<file path="config.mk">
export PLATFORM = sky130hd
export DESIGN_NAME = ibex_if_id_skid_reg
export DESIGN_NICKNAME = d
export VERILOG_FILES = /design/src/rtl/ibex_pkg.sv /design/src/rtl/ibex_if_id_skid_reg.sv
export SDC_FILE = /design/constraint.sdc
export NUM_CORES = 1
export LEC_CHECK = 0
export CAP_MARGIN = 25
export CORE_MARGIN = 2
export CORE_UTILIZATION = 40
export CTS_BUF_LIST = sky130_fd_sc_hd__clkbuf_8
export DETAILED_ROUTE_END_ITERATION = 10
export GPL_TIMING_DRIVEN = 0
export PLACE_DENSITY = 0.75
export SYNTH_ARGS = -nofsm -noshare
export SYNTH_HDL_FRONTEND = slang
export SYNTH_SLANG_ARGS = --single-unit
</file>
<file path="constraint.sdc">
create_clock -name clk_i -period 6.1 [get_ports clk_i]
set_input_delay 1.22 -clock clk_i [delete_from_list [all_inputs] [get_ports clk_i]]
set_output_delay 1.22 -clock clk_i [all_outputs]
set_load 0.02 [all_outputs]
</file>
<file path="src/rtl/ibex_pkg.sv">
// Shared types for the IF/ID skid register: the stored fetch entry, the
// occupancy state encoding, and the fall-through PC increments.
package ibex_pkg;

  // One captured fetch result; compressed is decided at capture time.
  typedef struct packed {
    logic [31:0] rdata;
    logic [31:0] addr;
    logic        err;
    logic        err_plus2;
    logic        compressed;
  } fetch_entry_t;

  // Occupancy of the two-entry buffer (main entry, then skid entry).
  typedef enum logic [1:0] {
    IFID_EMPTY = 2'd0,
    IFID_ONE   = 2'd1,
    IFID_TWO   = 2'd2
  } if_id_state_e;

  // Fall-through PC increments for compressed and full-width instructions.
  localparam logic [31:0] IFID_PC_INC_COMP = 32'd2;
  localparam logic [31:0] IFID_PC_INC_FULL = 32'd4;

endpackage

</file>
<file path="src/rtl/ibex_if_id_skid_reg.sv">
// IF/ID pipeline register with a one-entry skid buffer. The main entry
// feeds the ID stage; the skid entry absorbs the one instruction that can
// arrive while ID stalls, so fetch_ready_o can come straight from a flop.
module ibex_if_id_skid_reg
  import ibex_pkg::*;
#(
  parameter bit ResetAll = 1'b0
) (
  input  logic        clk_i,
  input  logic        rst_ni,
  input  logic        fetch_valid_i,
  input  logic [31:0] fetch_rdata_i,
  input  logic [31:0] fetch_addr_i,
  input  logic        fetch_err_i,
  input  logic        fetch_err_plus2_i,
  output logic        fetch_ready_o,
  input  logic        flush_i,
  input  logic        id_ready_i,
  output logic        instr_valid_id_o,
  output logic [31:0] instr_rdata_id_o,
  output logic        instr_is_compressed_id_o,
  output logic [31:0] pc_id_o,
  output logic [31:0] pc_next_id_o,
  output logic        instr_fetch_err_id_o,
  output logic        instr_fetch_err_plus2_id_o
);

  if_id_state_e state_q, state_d;
  logic         fetch_ready_q, fetch_ready_d;
  fetch_entry_t main_q, main_d;
  fetch_entry_t skid_q, skid_d;
  fetch_entry_t in_entry;
  logic         main_we, skid_we, main_from_skid;
  logic         accept;
  logic [31:0]  pc_next_sum;

  // Pack the incoming fetch into an entry, classifying it as compressed.
  always_comb begin
    in_entry            = '0;
    in_entry.rdata      = fetch_rdata_i;
    in_entry.addr       = fetch_addr_i;
    in_entry.err        = fetch_err_i;
    in_entry.err_plus2  = fetch_err_plus2_i;
    in_entry.compressed = (fetch_rdata_i[1:0] != 2'b11) && !fetch_err_i;
  end

  assign accept = fetch_valid_i && fetch_ready_q && !flush_i;

  // Next-state and entry write enables; flush overrides every other event.
  always_comb begin
    state_d        = state_q;
    main_we        = 1'b0;
    skid_we        = 1'b0;
    main_from_skid = 1'b0;
    if (flush_i) begin
      state_d = IFID_EMPTY;
    end else begin
      unique case (state_q)
        IFID_EMPTY: begin
          if (accept) begin
            main_we = 1'b1;
            state_d = IFID_ONE;
          end
        end
        IFID_ONE: begin
          if (accept && id_ready_i) begin
            main_we = 1'b1;
          end else if (accept) begin
            skid_we = 1'b1;
            state_d = IFID_TWO;
          end else if (id_ready_i) begin
            state_d = IFID_EMPTY;
          end
        end
        IFID_TWO: begin
          if (id_ready_i) begin
            main_we        = 1'b1;
            main_from_skid = 1'b1;
            state_d        = IFID_ONE;
          end
        end
        default: state_d = IFID_EMPTY;
      endcase
    end
  end

  assign main_d        = main_from_skid ? skid_q : in_entry;
  assign skid_d        = in_entry;
  assign fetch_ready_d = (state_d != IFID_TWO);

  // Control flops: occupancy and the registered ready back to fetch.
  always_ff @(posedge clk_i or negedge rst_ni) begin
    if (!rst_ni) begin
      state_q       <= IFID_EMPTY;
      fetch_ready_q <= 1'b1;
    end else begin
      state_q       <= state_d;
      fetch_ready_q <= fetch_ready_d;
    end
  end

  if (ResetAll) begin : g_data_reset
    // Entry storage, cleared on reset in this configuration.
    always_ff @(posedge clk_i or negedge rst_ni) begin
      if (!rst_ni) begin
        main_q <= '0;
        skid_q <= '0;
      end else begin
        if (main_we) main_q <= main_d;
        if (skid_we) skid_q <= skid_d;
      end
    end
  end else begin : g_data_noreset
    // Entry storage without reset; contents only matter while valid.
    always_ff @(posedge clk_i) begin
      if (main_we) main_q <= main_d;
      if (skid_we) skid_q <= skid_d;
    end
  end

  assign pc_next_sum = main_q.addr +
                       (main_q.compressed ? IFID_PC_INC_COMP : IFID_PC_INC_FULL);

  assign fetch_ready_o              = fetch_ready_q;
  assign instr_valid_id_o           = (state_q != IFID_EMPTY);
  assign instr_rdata_id_o           = main_q.rdata;
  assign instr_is_compressed_id_o   = main_q.compressed;
  assign pc_id_o                    = main_q.addr;
  assign instr_fetch_err_id_o       = main_q.err;
  assign instr_fetch_err_plus2_id_o = main_q.err_plus2;
  // With full reset the fall-through PC also reads zero while nothing is held.
  assign pc_next_id_o = (ResetAll && !instr_valid_id_o) ? 32'd0 : pc_next_sum;

endmodule

</file>
==> results_dict.tcl, run 1 <==
set metrics [dict create \
    outcome "finished clean" \
    hold_slack_ps 548 \
    hold_viol 0 \
    cts-htree-levels 4 \
    skew_ps 9.13 \
    leakagePower_nw 2.75 \
    fmax_mhz 232 \
    synth-seq-cells 137 \
    setup_viol 0 \
    cts-resized-gates 0 \
    finalMaxSlewViolations 0 \
    worstMarginPinSlew_ps 627 \
    num_vias 3486 \
    mostFrequentLayoutCells "171 x clkdlybuf4s50_1, 134 x edfxtp_1, 67 x mux2_2, 18 x xnor2_1, 17 x clkbuf_8" \
    worst-path-max-fanout 9 \
    total_power_mw 1.99 \
    finalWirelength_um 11900 \
    clk_pin_slew_ps 70 \
    setup_tns_ps 0 \
    required_ps 4880 \
    p_per_area_nw_per_um2 244 \
    drive_gt1_share_pct 23.7 \
    cts_buffers 17 \
    finish.utilization_pct 58.5 \
    grt_pass1_vias 3642 \
    overflow 0 \
    rows 43 \
    instances_no_fill 711 \
    dp_hpwl_um 9000 \
    register_area_um2 4100 \
    yosysWarnings 0 \
    startpoint_type "register" \
    drt_iter0_drc 85 \
    routed_via_density 4.90 \
    dieWidth_um 124 \
    final_common_cell "clkdlybuf4s50_1" \
    hold_class "reg2reg" \
    nNetsFinal 594 \
    ys_seq_area_share_pct 71.7 \
    relSlewSlack_pct 58.1 \
    synth_flop_cell "edfxtp_1" \
    grt_antenna_before_repair 0 \
    async_flop_share_pct 2.19 \
    synth_edf_count 134 \
    die_h_um 124 \
    netlist_area_um2 5720 \
    drtAntennaViolNets 0 \
    grt_util_all_layers_pct 16.4 \
    arrival_ps 3090 \
    design.die.area_um2 15300 \
    place_congestion 0.844 \
    synthCells 324 \
    fillers 1092 \
    maxCapViolCount 0 \
    ioPinCount 172 \
    tritoncts "built" \
    synthesis.nets 398 \
    hold_buffers 0 \
    root_buffer "clkbuf_8" \
    dp_cells 681 \
    cts_setup_buffers 0 \
    grt_max_degree 28 \
    cts_num_sinks 137 \
    layout_min_cycle_time_ps 4310 \
    port_buffers 171 \
    ir_drop_uv 184 \
    critPathKind "reg2out" \
    cts_buffer_depth 2 \
    clock_latency_ps 420 \
    syn_to_final_growth_pct 42.6 \
    drc 0 \
    firstDrtPassIters 5 \
    wl_per_cell_um 16.7 \
    post-route-period-util_pct 70.7 \
    multiInputGateArea_um2 1550 \
    num_antenna_cells 0 \
    core_area_um2 13900 \
    rsz0062_at_grt "no" \
    endpoint_kind "output pin" \
    grt_pass1_wl_um 18600 \
    initial_core_util_pct 41.0 \
    ys_types 32 \
    avgSynthCellArea_um2 17.6 \
]
## path summary, 6_finish.rpt
path / depth (start not counted) / end / slack [ps] / start
max: 7 / pc_next_id_o[27] / 1790 / instr_is_compressed_id_o$_DFFE_PP_
min: 1 / pc_id_o[22]$_DFFE_PP_ / 550 / skid_q[25]$_DFFE_PP_
max reg2reg: 5 / instr_rdata_id_o[25]$_DFFE_PP_ / 3960 / state_q[0]$_DFF_PN0_
min reg2reg: 1 / pc_id_o[22]$_DFFE_PP_ / 550 / skid_q[25]$_DFFE_PP_
max in group asynchronous: 1 / fetch_ready_o$_DFF_PN1_ / 4890 / rst_ni
min in group asynchronous: 1 / state_q[1]$_DFF_PN0_ / 980 / rst_ni
## power breakdown
part | leakage, nW | internal (mW) | total [mW] | switching (mW)
registers | 1.27 | 1.07 | 1.09 | 0.0193
clock network | 0.184 | 0.348 | 0.660 | 0.312
logic | 1.30 | 0.132 | 0.241 | 0.109
## cell usage after synthesis, types with 2 or more instances
library cell	count	area, um2
nand4_1	6	37.5
nor2_1	8	30.0
or2_2	2	12.5
nand2_1	11	41.3
xor2_1	12	105
mux2_2	67	754
or2_4	2	17.5
inv_1	4	15.0
nor3_1	6	30.0
nand3_1	11	55.1
and4_1	5	43.8
and3_1	3	18.8
buf_4	6	45.0
nand2b_1	2	12.5
nand3_2	2	20.0
xnor2_1	18	158
edfxtp_1	134	4020
buf_2	5	25.0
nor4_2	4	50.1
ha_1	2	25.0
dfrtp_1	2	50.1
a21oi_1	2	10.0
## critical path: stages (launching register included)
cell             delay, ps
edfxtp_1               390
ha_1                   220
fa_1                   330
nand3_2                170
nor4_4                 570
nand4_1                180
xnor2_1                190
clkdlybuf4s50_1        640
## metrics by stage
stage | cell area (um2) | setup slack [ps]
floorplan | 5720 | 841
global placement | 7660 | -1480
detailed placement | 7800 | 2190
CTS | 8150 | 1720
global route | 8150 | 1570
finish | 8150 | 1790
## metal layers
metal,global-route usage [%],up-vias,wire [um]
met1,19.0,1694,4670
met4,6.32,0,172
li1,-,1638,-
met3,7.33,14,1150
met5,0,-,0
met2,26.7,140,5870
## final cells by class
type | instances | share of cell area [%]
Sequential cell | 137 | 50.3
Timing Repair Buffer | 177 | 22.5
Multi-Input combinational cell | 172 | 19.1
Clock buffer | 17 | 2.87
Tap cell | 180 | 2.76
Clock inverter | 13 | 1.41
Buffer | 11 | 0.860
Inverter | 4 | 0.184
## cell families (layout without fill, tap and decap cells)
kind of cell,after synthesis,count (layout),share of synthesized area [%]
flops,137,137,71.7
mux,67,67,13.2
simple gates,66,66,7.47
xor+xnor,30,30,4.60
buf+inv,15,222,1.49
compound gates,6,6,0.723
fa+ha+maj,3,3,0.788
## state kept, by name, summed over array words and instances (netlist names)
signal	cells
instr_fetch_err_plus2_id_o	1
instr_fetch_err_id_o	1
skid_q	67
instr_rdata_id_o	32
pc_id_o	32
fetch_ready_o	1
state_q	2
instr_is_compressed_id_o	1
Power figures use the tool's default switching activity.
==> run 2, diff against run 1 <==
Settings changed: PLACE_DENSITY 0.75 to 0.73.
Clock period 6.1 ns to 4.3 ns, I/O delays scaled along.
==> run 2 against run 1 <==
Worst setup slack got worse by 1400 ps; first-iteration DRC count grew 27%; power rose by 45%; final area up 0.60%; routed wire length decreased by 1.4%; sequential share of layout area is 0.30 points lower; largest cell class unchanged; clock power is 53% higher; count of clock-buffer cells in the layout unchanged; highest routed layer is now met5; critical path depth unchanged; sequential cell count unchanged.
==> results_dict.tcl, run 2 (synthesized netlist as in run 1, its figures left out) <==
set metrics [dict create \
    outcome "finished clean" \
    firstDrtPassIters 5 \
    mostFrequentLayoutCells "171 x clkdlybuf4s50_1, 134 x edfxtp_1, 67 x mux2_2, 18 x xnor2_1, 17 x clkbuf_8" \
    core_area_um2 13900 \
    clk_pin_slew_ps 70 \
    p_per_area_nw_per_um2 353 \
    ir_drop_uv 289 \
    grt_util_met2_pct 25.2 \
    grt_pass1_vias 3539 \
    drc 0 \
    grt_util_all_layers_pct 15.8 \
    setup_viol 0 \
    final_common_cell "clkdlybuf4s50_1" \
    place_congestion 0.820 \
    hold_viol 0 \
    cts_buffers 17 \
    dieWidth_um 124 \
    ioPinCount 172 \
    layout_min_cycle_time_ps 3940 \
    cts-htree-levels 4 \
    dp_hpwl_um 8890 \
    fillers 1107 \
    drtAntennaViolNets 0 \
    grt_antenna_before_repair 1 \
    register_area_um2 4100 \
    cts_num_sinks 137 \
    busiest_layer "met2" \
    overflow 0 \
    largest_reg_flops 67 \
    finish.utilization_pct 58.8 \
    clock_latency_ps 420 \
    endpoint_kind "output pin" \
    port_buffers 171 \
    routed_via_density 4.87 \
    drt_iter0_drc 108 \
    grt_pass1_wl_um 17900 \
    use_met3_pct 7.52 \
    initial_core_util_pct 41.0 \
    dp_cells 681 \
    grt_max_degree 29 \
    rrSetupSlack_ps 2120 \
    num_antenna_cells 0 \
    worstMarginPinSlew_ps 610 \
    hold_buffers 0 \
    rsz0062_at_grt "no" \
    rows 43 \
    post-route-period-util_pct 91.5 \
    arrival_ps 3080 \
    cts_buffer_depth 2 \
    wl_per_cell_um 16.4 \
    maxCapViolCount 0 \
    hold_slack_ps 547 \
    leakagePower_nw 2.76 \
    finalWirelength_um 11700 \
    worst-path-max-fanout 9 \
    finalMaxSlewViolations 0 \
    startpoint_type "register" \
    use_met1_pct 18.0 \
    root_buffer "clkbuf_8" \
    drive_gt1_share_pct 24.8 \
    multiInputGateArea_um2 1550 \
    instances_no_fill 713 \
    skew_ps 8.07 \
    top_register "skid_q" \
    num_vias 3473 \
    relSlewSlack_pct 59.2 \
    cts_setup_buffers 0 \
    cts-resized-gates 0 \
    hold_class "reg2reg" \
    required_ps 3440 \
    syn_to_final_growth_pct 43.4 \
    nNetsFinal 594 \
    fmax_mhz 254 \
    tritoncts "built" \
    die_h_um 124 \
    design.die.area_um2 15300 \
    critPathKind "reg2out" \
]
run 2: report_power, final:
group	switching, mW	internal, mW	leakage (nW)	total [mW]
registers	0.0272	1.52	1.27	1.55
logic	0.154	0.188	1.30	0.342
clock network	0.494	0.516	0.192	1.01
total	0.675	2.22	2.76	2.90
run 2: cell type report:
cell class / instances / share of cell area [%]
plain buffers: 11 / 0.855
clock buffers: 17 / 2.85
clock inverters: 15 / 1.85
inverters: 4 / 0.183
multi-input cells: 172 / 18.9
flip-flops and latches: 137 / 50.0
well taps: 180 / 2.75
repair buffers: 177 / 22.6
run 2: critical path, stage by stage, from the launching register on:
cell and delay, ps:
edfxtp_1 390, ha_1 200, fa_1 320, nand3_2 160, nor4_4 570, nand4_1 200, xnor2_1 190, clkdlybuf4s50_1 620
run 2: worst paths after layout:
check / to / depth (start not counted) / start
setup / recovery: pc_next_id_o[27] / 7 / instr_is_compressed_id_o$_DFFE_PP_
hold / removal: pc_id_o[15]$_DFFE_PP_ / 1 / skid_q[18]$_DFFE_PP_
setup reg to reg: pc_id_o[28]$_DFFE_PP_ / 6 / fetch_ready_o$_DFF_PN1_
hold reg to reg: pc_id_o[15]$_DFFE_PP_ / 1 / skid_q[18]$_DFFE_PP_
max in group asynchronous: fetch_ready_o$_DFF_PN1_ / 1 / rst_ni
min in group asynchronous: state_q[0]$_DFF_PN0_ / 1 / rst_ni
run 2: through the flow:
stage	instance area (um2)	power [mW]	worst slack, ps	setup TNS (ps)
2_1_floorplan	5720	1.72	97.5	0
3_3_place_gp	7660	1.91	-1760	-168430
3_5_place_dp	7810	1.92	787	0
4_1_cts	8200	2.93	290	0
5_1_grt	8200	3.01	154	0
6_report	8200	2.90	365	0
run 2: layer usage:
layer,up-vias,wire length (um)
met5,-,11
met4,2,182
met3,18,1150
met2,137,5680
met1,1669,4670
li1,1647,-
